**src/rtl/demux_pkg.sv**
```systemverilog
// Shared constants and helpers for the stream demultiplexer.
// The mode constants name the meaning of the broadcast input.
// sel_width() derives the select width from the channel count.
package demux_pkg;

    // Meaning of the in_bcast input
    localparam logic MODE_ROUTE = 1'b0;
    localparam logic MODE_BCAST = 1'b1;

    // Select width for n channels; never narrower than one bit
    function automatic int sel_width(input int n);
        return (n <= 2) ? 1 : $clog2(n);
    endfunction

endpackage

```
**src/rtl/demux_ch_buf.sv**
```systemverilog
// Single-entry output buffer for one demux channel.
// It holds one beat until the consumer takes it.
// Data reads as zero whenever the entry is empty.
// A load and a drain in the same cycle keep the entry full, so one beat per cycle can flow through.
module demux_ch_buf #(
    parameter int WIDTH = 8
) (
    input  logic             clk,
    input  logic             rst_n,
    input  logic             load,
    input  logic [WIDTH-1:0] data_in,
    input  logic             out_ready,
    output logic             out_valid,
    output logic [WIDTH-1:0] out_data,
    output logic             free
);

    logic             r_valid;
    logic [WIDTH-1:0] r_data;

    // The entry can take a new beat if it is empty or is being drained this cycle
    assign free      = !r_valid || out_ready;
    assign out_valid = r_valid;
    assign out_data  = r_data;

    // Load has priority over drain; a drain with no load empties the entry and zeroes its data
    always_ff @(posedge clk or negedge rst_n) begin
        if (!rst_n) begin
            r_valid <= 1'b0;
            r_data  <= '0;
        end else if (load) begin
            r_valid <= 1'b1;
            r_data  <= data_in;
        end else if (r_valid && out_ready) begin
            r_valid <= 1'b0;
            r_data  <= '0;
        end
    end

endmodule

```
**src/rtl/demux_stream_n.sv**
```systemverilog
// Registered 1-to-NUM_CH demultiplexer for valid/ready streams.
// Each channel has a one-beat buffer.
// Broadcast beats load every channel at once, and only when all of them are free.
// Beats whose select names a channel that does not exist are accepted and dropped.
// Each dropped beat raises a one-cycle pulse and increments a saturating counter.
module demux_stream_n
    import demux_pkg::*;
#(
    parameter int WIDTH  = 8,
    parameter int NUM_CH = 4,
    parameter int SEL_W  = sel_width(NUM_CH),
    parameter int ERR_W  = 8
) (
    input  logic                    clk,
    input  logic                    rst_n,
    input  logic [WIDTH-1:0]        in_data,
    input  logic [SEL_W-1:0]        in_sel,
    input  logic                    in_bcast,
    input  logic                    in_valid,
    output logic                    in_ready,
    output logic [NUM_CH*WIDTH-1:0] out_data,
    output logic [NUM_CH-1:0]       out_valid,
    input  logic [NUM_CH-1:0]       out_ready,
    output logic                    err_pulse,
    output logic [ERR_W-1:0]        err_cnt
);

    logic [NUM_CH-1:0] w_selOneHot;
    logic [NUM_CH-1:0] w_free;
    logic [NUM_CH-1:0] w_load;
    logic              w_legal;
    logic              w_inReady;
    logic              w_accept;
    logic              w_illegalAccept;

    logic              r_errPulse;
    logic [ERR_W-1:0]  r_errCnt;

    // Select decode and per-channel buffers.
    // A select of NUM_CH or more matches no channel, so the one-hot vector stays all zero.
    for (genvar k = 0; k < NUM_CH; k++) begin : g_ch
        assign w_selOneHot[k] = (in_sel == SEL_W'(k));
        assign w_load[k]      = w_accept && ((in_bcast == MODE_BCAST) || w_selOneHot[k]);

        demux_ch_buf #(
            .WIDTH(WIDTH)
        ) u_buf (
            .clk      (clk),
            .rst_n    (rst_n),
            .load     (w_load[k]),
            .data_in  (in_data),
            .out_ready(out_ready[k]),
            .out_valid(out_valid[k]),
            .out_data (out_data[k*WIDTH +: WIDTH]),
            .free     (w_free[k])
        );
    end

    assign w_legal = |w_selOneHot;

    // Input ready depends only on channel state and the select/broadcast inputs, never on in_valid.
    // Illegal selects are always ready so that they can be drained and counted.
    always_comb begin
        w_inReady = 1'b0;
        if (in_bcast == MODE_BCAST) begin
            w_inReady = &w_free;
        end else if (w_legal) begin
            w_inReady = |(w_free & w_selOneHot);
        end else begin
            w_inReady = 1'b1;
        end
    end

    assign in_ready        = w_inReady;
    assign w_accept        = in_valid && w_inReady;
    assign w_illegalAccept = w_accept && (in_bcast == MODE_ROUTE) && !w_legal;

    // Error reporting: pulse the cycle after an illegal beat is dropped; the count holds at all-ones
    always_ff @(posedge clk or negedge rst_n) begin
        if (!rst_n) begin
            r_errPulse <= 1'b0;
            r_errCnt   <= '0;
        end else begin
            r_errPulse <= w_illegalAccept;
            if (w_illegalAccept && (r_errCnt != '1)) begin
                r_errCnt <= r_errCnt + ERR_W'(1);
            end
        end
    end

    assign err_pulse = r_errPulse;
    assign err_cnt   = r_errCnt;

endmodule
```
**config.mk**
```make
export PLATFORM = sky130hd
export DESIGN_NAME = demux_stream_n
export DESIGN_NICKNAME = d
export VERILOG_FILES = /design/src/rtl/demux_pkg.sv /design/src/rtl/demux_ch_buf.sv /design/src/rtl/demux_stream_n.sv
export SDC_FILE = /design/constraint.sdc
export NUM_CORES = 1
export LEC_CHECK = 0
export CAP_MARGIN = 20
export CORE_ASPECT_RATIO = 2
export CORE_MARGIN = 10
export CORE_UTILIZATION = 35
export CTS_CLUSTER_SIZE = 12
export DETAILED_ROUTE_END_ITERATION = 6
export PLACE_DENSITY = 0.64
export SYNTH_ARGS = -nofsm -noshare
export SYNTH_HDL_FRONTEND = slang
export SYNTH_HIERARCHICAL = 1
export SYNTH_SLANG_ARGS = --single-unit
```
**constraint.sdc**
```tcl
create_clock -name clk -period 1.46 [get_ports clk]
set_clock_uncertainty 0.05 [all_clocks]
set_input_delay 0.219 -clock clk [delete_from_list [all_inputs] [get_ports clk]]
set_output_delay 0.219 -clock clk [all_outputs]
set_load 0.01 [all_outputs]
```
==> run summary, run 1 <==
Final setup violation count - 37
DR vias/cell - 5.26
antenna viol nets, final - 0
core footprint - 0.00514 mm2
outcome - finished with violations
Area growth syn-to-layout - 62.1%
cells taking the most area after synthesis - dfrtp_1, a22o_1, nor2b_1
most common cell in the netlist - dfrtp_1
Yosys top cell by area - dfrtp_1
Adder-Cell Fraction of Synth Area - 0%
Avg Inst Size Synth - 12.3 um2
Worst-path clk slew - 0.08 ns
CP Launch Type - flip-flop
WP data arrival - 1.58 ns
Fillers - 440
initial antenna violation count - 0
internal power - 2.55 mW
Final Cycle Share - 127%
Place WS - -0.781 ns
number of flops mapped to enable cells by yosys - 0
Power per Cell Area - 1210 mW/mm2
Antenna diodes - 0
post-synthesis cell count - 151
Yosys top cell area share - 60.4%
worst hold path type - flip-flop to flip-flop
Final Hold Slack - 0.325 ns
synthesized area - 0.00186 mm2
Ports - 64
worst setup path startpoint - g_ch[2].u_buf/out_valid
Net Sw Power - 1.12 mW
xor-xnor portion of the synthesized cell area - 0%
DR WL/cell - 20.9 um
syn_nets - 169
Worst Path Max Fanout - 6
clock network fraction of total power - 19.8%
cts bufs inserted - 5
Synth top cells by count - dfrtp_1, a22o_1, nor2b_1
Post-Synth Simple-Gate Area - 17.9%
total gr overflow - 0
switching part of the total - 30.5%
largest net degree at the start of global routing - 30
maxcap violations - 0
Compound-Gate Fraction of Synth Area - 16.9%
CP Capture Point - in_ready
reg2reg start - g_ch[2].u_buf/out_valid
YS warnings - 6
GPL Wtd Cong - 0.821
die height - 123 um
Worst Slack Setup Final - -0.393 ns
min cycle time layout - 1.85 ns
largest family of logic cells by synthesized area - simple AND/OR/NAND/NOR gates
Port-buffer cells - 63
Clock Latency Late Sink - 0.29 ns
final core occ - 58.8%
Total Nets Final - 261
CP required - 1.19 ns
H-tree Lvls - 2
Leak - 1.64 nW
CTS root buf - clkbuf_8
CTS Sinks - 45
Flop pwr share - 43.7%
die width - 71.6 um
Crit. End Element - primary output
setup TNS - -10.29 ns
row cnt - 37
post-synthesis mux area share - 1.21%
TritonCTS clock tree - yes
Crit Path Category - flip-flop to primary output
hold path start - err_cnt[3]
Global Route Usage Sum - 14.0%
drc violations - 0
Post-Route WL - 6.32 mm
Yosys reg bits - 45
Hold Vio Cnt, Final - 0
placed cells - 279
initial core utilization - 36.3%
fin cells - 302
clk buf depth - 2
Synth async-reset ratio - 100%
DR pass1 iterations - 4
failing checks - negative setup slack
f_max - 540 MHz
cells on worst reg2reg path - 8
dpl hpwl - 4.38 mm
layout cells sized above 1 - 23.8%
Seq/Total Area, Yosys - 60.4%
first-pass GRT wire length - 9.71 mm
Max Slew Vio Count - 0
vias in the first global route - 1800
Die Area - 0.00882 mm2
combinational fraction of design power - 36.5%
R2R Setup Slk - -0.35 ns
RSZ-0062 raised after global routing - true
Reg-to-Reg End - g_ch[1].u_buf/out_data[4]
Unique masters post-synth - 20
First DRT Iteration DRCs - 69
Via Count - 1589
Main synth FF type - dfrtp_1
peak supply drop - 772 uV
==> cell type report <==
| class | count | area, um2 | share of cell area, % |
|---|---|---|---|
| Sequential cell | 45 | 1130 | 37.3 |
| Multi-Input combinational cell | 95 | 827 | 27.4 |
| Clock buffer | 8 | 80.1 | 2.65 |
| Inverter | 1 | 3.75 | 0.124 |
| Timing Repair Buffer | 95 | 913 | 30.2 |
| Tap cell | 58 | 72.6 | 2.40 |
==> cell families (layout without fill, tap and decap cells) <==
group / after synthesis / after routing
multiplexers: 1 / 1
AO/OA/AOI/OAI: 37 / 39
AND/OR/NAND/NOR: 54 / 54
other: 1 / 1
buffers and inverters: 13 / 104
flip-flops: 45 / 45
==> state kept, by name (all words and copies together), names as in the netlist <==
register and cells:
err_cnt 8, err_pulse 1, g_ch.u_buf/out_data 32, g_ch.u_buf/out_valid 4
==> worst max-delay path, cell delays in order, from the launching register on <==
cell	delay, ns
dfrtp_1	0.42
nand2b_4	0.09
buf_4	0.11
buf_6	0.11
nand3_4	0.10
nor2_4	0.22
a21o_1	0.12
buf_2	0.13
==> repair_timing <==
item | 4_1_cts | 5_1_grt
gates resized for setup | 70 | 19
setup endpoints to repair | 76 | 38
buffers inserted | 4 | 6
hold buffers | 1 | 0
cloned | 2 | 2
endpoints found under the hold margin | 16 | 0
pin swaps | 3 | 21
==> placed cells by master (no fill, tap or decap) <==
cell | netlist | final
inv_1 | 1 | 1
nand2_4 | 0 | 1
mux4_2 | 1 | 1
nand2b_1 | 8 | 3
dlymetal6s2s_1 | 0 | 3
nand3b_1 | 1 | 1
conb_1 | 1 | 1
dlygate4sd3_1 | 0 | 1
nand2b_4 | 0 | 5
clkbuf_1 | 8 | 3
and3_4 | 0 | 1
clkbuf_16 | 0 | 2
nor3_4 | 0 | 1
dlygate4sd2_1 | 0 | 46
buf_2 | 0 | 4
a21o_1 | 1 | 1
nor4b_4 | 0 | 1
buf_6 | 0 | 10
nor2b_1 | 20 | 20
o21a_4 | 0 | 5
o21ai_2 | 0 | 1
buf_12 | 0 | 3
a22o_1 | 32 | 32
buf_4 | 4 | 16
nor3_1 | 2 | 1
nand2_1 | 7 | 6
dfrtp_1 | 45 | 45
nor2_4 | 0 | 1
nand3_4 | 0 | 1
clkdlybuf4s50_1 | 0 | 10
and2b_1 | 12 | 12
clkbuf_8 | 0 | 5
==> how the worst min path moves through the flow <==
stage / end / slack, ns / cells after the start
after floorplan: err_cnt[0] / -0.13 / 0
after global placement: err_cnt[2] / 0.11 / 1
after global routing: err_cnt[3] / 0.34 / 0
final: err_cnt[3] / 0.33 / 0
after CTS: err_cnt[4] / 0.33 / 0
after detailed placement: err_cnt[4] / 0.12 / 1
==> power by group through the flow <==
stage | combinational (mW) | sequential, mW | clock (mW)
2_1_floorplan | 0.454 | 1.71 | 0
3_3_place_gp | 1.29 | 1.61 | 0
3_5_place_dp | 1.34 | 1.62 | 0
4_1_cts | 1.27 | 1.60 | 0.755
5_1_grt | 1.43 | 1.63 | 0.815
6_report | 1.34 | 1.60 | 0.727
==> routing by layer <==
metal  track usage, %  share of wire, %
met1             14.5                36
met2             24.4                55
met3             4.57               6.3
met4             6.81               2.8
met5                0                 0
==> metrics by stage <==
stage | cell area, um2 | power (mW)
finish | 3020 | 3.66
detailed placement | 2710 | 2.96
floorplan | 1900 | 2.16
global placement | 2710 | 2.90
CTS | 2860 | 3.62
global route | 3020 | 3.88
Note: power is estimated with default switching activity, not from simulation.
==> run 2: changes to the inputs <==
--- a/config.mk
+++ b/config.mk
@@ -8,10 +8,11 @@
 export CAP_MARGIN = 20
 export CORE_ASPECT_RATIO = 2
 export CORE_MARGIN = 10
-export CORE_UTILIZATION = 35
+export CORE_UTILIZATION = 34
 export CTS_CLUSTER_SIZE = 12
 export DETAILED_ROUTE_END_ITERATION = 6
-export PLACE_DENSITY = 0.64
+export PLACE_DENSITY = 0.62
+export SLEW_MARGIN = 20
 export SYNTH_ARGS = -nofsm -noshare
 export SYNTH_HDL_FRONTEND = slang
 export SYNTH_HIERARCHICAL = 1
==> run 2 against run 1 <==
The flow still finishes with violations (negative setup slack). Critical path depth down 3. Clock-buffer cell count down 3. Combinational power down 5%. Highest routed layer unchanged. Critical endpoint unchanged. Fmax up 3.5%. Flip-flop and latch count unchanged. Hold slack worse by 0.0012 ns. Sequential share of layout area up 0.85 points. Utilization down 3.8 points. Total power up 3.0%.
==> run summary, run 2 (synthesis gave the netlist of run 1 again) <==
R2R Setup Slk - -0.26 ns (was -0.35 ns)
Slew @ Worst Pin - 0.567 ns
die width - 72.4 um (was 71.6 um)
Top Metal Used - met4 (unchanged)
critical path depth in cells - 4 (was 7)
Total Nets Final - 257 (was 261)
reg2reg start - g_ch[2].u_buf/out_valid (unchanged)
row cnt - 38 (was 37)
RSZ-0062 raised after global routing - true (unchanged)
H-tree Lvls - 2 (unchanged)
DR vias/cell - 5.13 (was 5.26)
register area - 0.00113 mm2 (unchanged)
most common cell after layout, fill and taps aside - dlygate4sd2_1 (unchanged)
Leak - 1.61 nW (was 1.64 nW)
Worst Slack Setup Final - -0.331 ns (was -0.393 ns)
total power - 3.77 mW (was 3.66 mW)
Crit path max-delay family - multiplexers (was flip-flops)
CTS root buf - clkbuf_8 (unchanged)
Worst-path clk slew - 0.09 ns (was 0.08 ns)
DR WL/cell - 19.5 um (was 20.9 um)
vias in the first global route - 1719 (was 1800)
first-pass GRT wire length - 9.34 mm (was 9.71 mm)
initial core utilization - 34.7% (was 36.3%)
dpl hpwl - 4.16 mm (was 4.38 mm)
setup TNS - -7.64 ns (was -10.29 ns)
die height - 125 um (was 123 um)
hold path start - err_cnt[6] (was err_cnt[3])
peak supply drop - 1060 uV (was 772 uV)
First DRT Iteration DRCs - 69 (unchanged)
Die Area - 0.00902 mm2 (was 0.00882 mm2)
Via Count - 1534 (was 1589)
WP data arrival - 1.52 ns (was 1.58 ns)
Port-buffer cells - 63 (unchanged)
peak per-stage delay on the critical path - 0.46 ns (was 0.42 ns)
maxcap violations - 0 (unchanged)
DR pass1 iterations - 4 (unchanged)
crit path buf inv count - 1 (was 3)
placed cells - 281 (was 279)
antenna viol nets, final - 0 (unchanged)
drc violations - 0 (unchanged)
cells on worst reg2reg path - 8 (unchanged)
Final Cycle Share - 123% (was 127%)
Crit Path Category - flip-flop to primary output (unchanged)
CP Capture Point - in_ready (unchanged)
Worst Path Max Fanout - 2 (was 6)
worst setup path startpoint - g_ch[3].u_buf/out_valid (was g_ch[2].u_buf/out_valid)
largest net degree at the start of global routing - 46 (was 30)
fin cells - 299 (was 302)
Global Route Usage Sum - 13.0% (was 14.0%)
clock network fraction of total power - 24.0% (was 19.8%)
CTS Sinks - 45 (unchanged)
Metal-1 WL - 2.13 mm (was 2.28 mm)
multi-input logic area - 785 um2 (was 827 um2)
Crit. End Element - primary output (unchanged)
Reg-to-Reg End - g_ch[1].u_buf/out_data[0] (was g_ch[1].u_buf/out_data[4])
WHS Path Cells - 0 (unchanged)
cts bufs inserted - 5 (unchanged)
Fillers - 485 (was 440)
Max Slew Vio Count - 0 (unchanged)
core footprint - 0.00537 mm2 (was 0.00514 mm2)
final core occ - 55.0% (was 58.8%)
Antenna diodes - 0 (unchanged)
worst hold path type - flip-flop to flip-flop (unchanged)
Net Sw Power - 1.10 mW (was 1.12 mW)
switching part of the total - 29.2% (was 30.5%)
GPL Wtd Cong - 0.780 (was 0.821)
Post-Route WL - 5.85 mm (was 6.32 mm)
post-route cell area - 0.00296 mm2 (was 0.00302 mm2)
placed inst area - 0.00268 mm2 (was 0.00271 mm2)
routed wire length on met3 - 424 um (was 398 um)
initial antenna violation count - 0 (unchanged)
Met2 Wirelength - 3.09 mm (was 3.46 mm)
most frequent cells in the layout - dlygate4sd2_1, dfrtp_1, a22o_1 (unchanged)
critical-path cell with the highest stage delay - mux4_2 (was dfrtp_1)
internal power - 2.67 mW (was 2.55 mW)
Ports - 64 (unchanged)
outcome - finished with violations (unchanged)
Final setup violation count - 35 (was 37)
TritonCTS clock tree - yes (unchanged)
Slew HR - 62.2%
Clock Latency Late Sink - 0.30 ns (was 0.29 ns)
min cycle time layout - 1.79 ns (was 1.85 ns)
failing checks - negative setup slack (unchanged)
Flop pwr share - 42.4% (was 43.7%)
Power per Cell Area - 1280 mW/mm2 (was 1210 mW/mm2)
combinational fraction of design power - 33.6% (was 36.5%)
Area growth syn-to-layout - 58.5% (was 62.1%)
clk buf depth - 2 (unchanged)
total gr overflow - 0 (unchanged)
critical path cell sequence - nand2b_4, mux4_2, a21o_1, buf_2 (was nand2b_4, buf_4, buf_6, nand3_4, nor2_4, a21o_1, buf_2)
CP Launch Type - flip-flop (unchanged)
layout cells sized above 1 - 22.2% (was 23.8%)
CP required - 1.19 ns (about the same)
f_max - 558 MHz (was 540 MHz)
Largest register FFs - 32 (unchanged)
Hold Vio Cnt, Final - 0 (unchanged)
run 2: layer usage:
metal | vias to the layer above | GRT usage (%)
met2 | 68 | 22.1
met1 | 746 | 13.7
met5 | - | 0
li1 | 701 | -
met4 | 0 | 6.07
met3 | 19 | 4.47
run 2: worst min path at each step:
stage | end | slack [ns]
6_report | err_cnt[6] | 0.32
5_1_grt | err_cnt[4] | 0.34
4_1_cts | err_cnt[7] | 0.33
3_5_place_dp | g_ch[3].u_buf/out_data[1] | 0.28
3_3_place_gp | g_ch[3].u_buf/out_data[1] | 0.27
2_1_floorplan | err_cnt[0] | -0.13
run 2: layout make-up:
cell class                 instances  share of cell area, %
clock buffer                       5                   2.33
clock inverter                     2                   1.19
inverter                           1                  0.127
multi-input combinational         94                   26.5
sequential                        45                   38.1
tap                               60                   2.54
timing repair buffer              92                   29.2
run 2: what timing repair did:
| action | CTS | global route |
|---|---|---|
| gates cloned | 1 | 1 |
| setup endpoints to repair | 77 | 38 |
| gates resized for setup | 67 | 11 |
| buffers inserted | 6 | 2 |
| hold endpoints to repair | 45 | 0 |
| hold buffers | 1 | 0 |
| pin swaps | 4 | 7 |
run 2: per-stage QoR:
step / setup WS, ns / hold WS [ns]
6_report: -0.331 / 0.324
4_1_cts: -0.340 / 0.330
2_1_floorplan: -0.0384 / -0.127
3_3_place_gp: -0.768 / 0.267
3_5_place_dp: -0.785 / 0.284
5_1_grt: -0.408 / 0.337
run 2: power groups by stage:
stage	Sequential (mW)	Clock [mW]	Combinational [mW]
6_report	1.60	0.905	1.27
5_1_grt	1.63	0.979	1.37
4_1_cts	1.60	0.928	1.25
3_5_place_dp	1.62	0	1.31
3_3_place_gp	1.61	0	1.29
2_1_floorplan	1.71	0	0.454
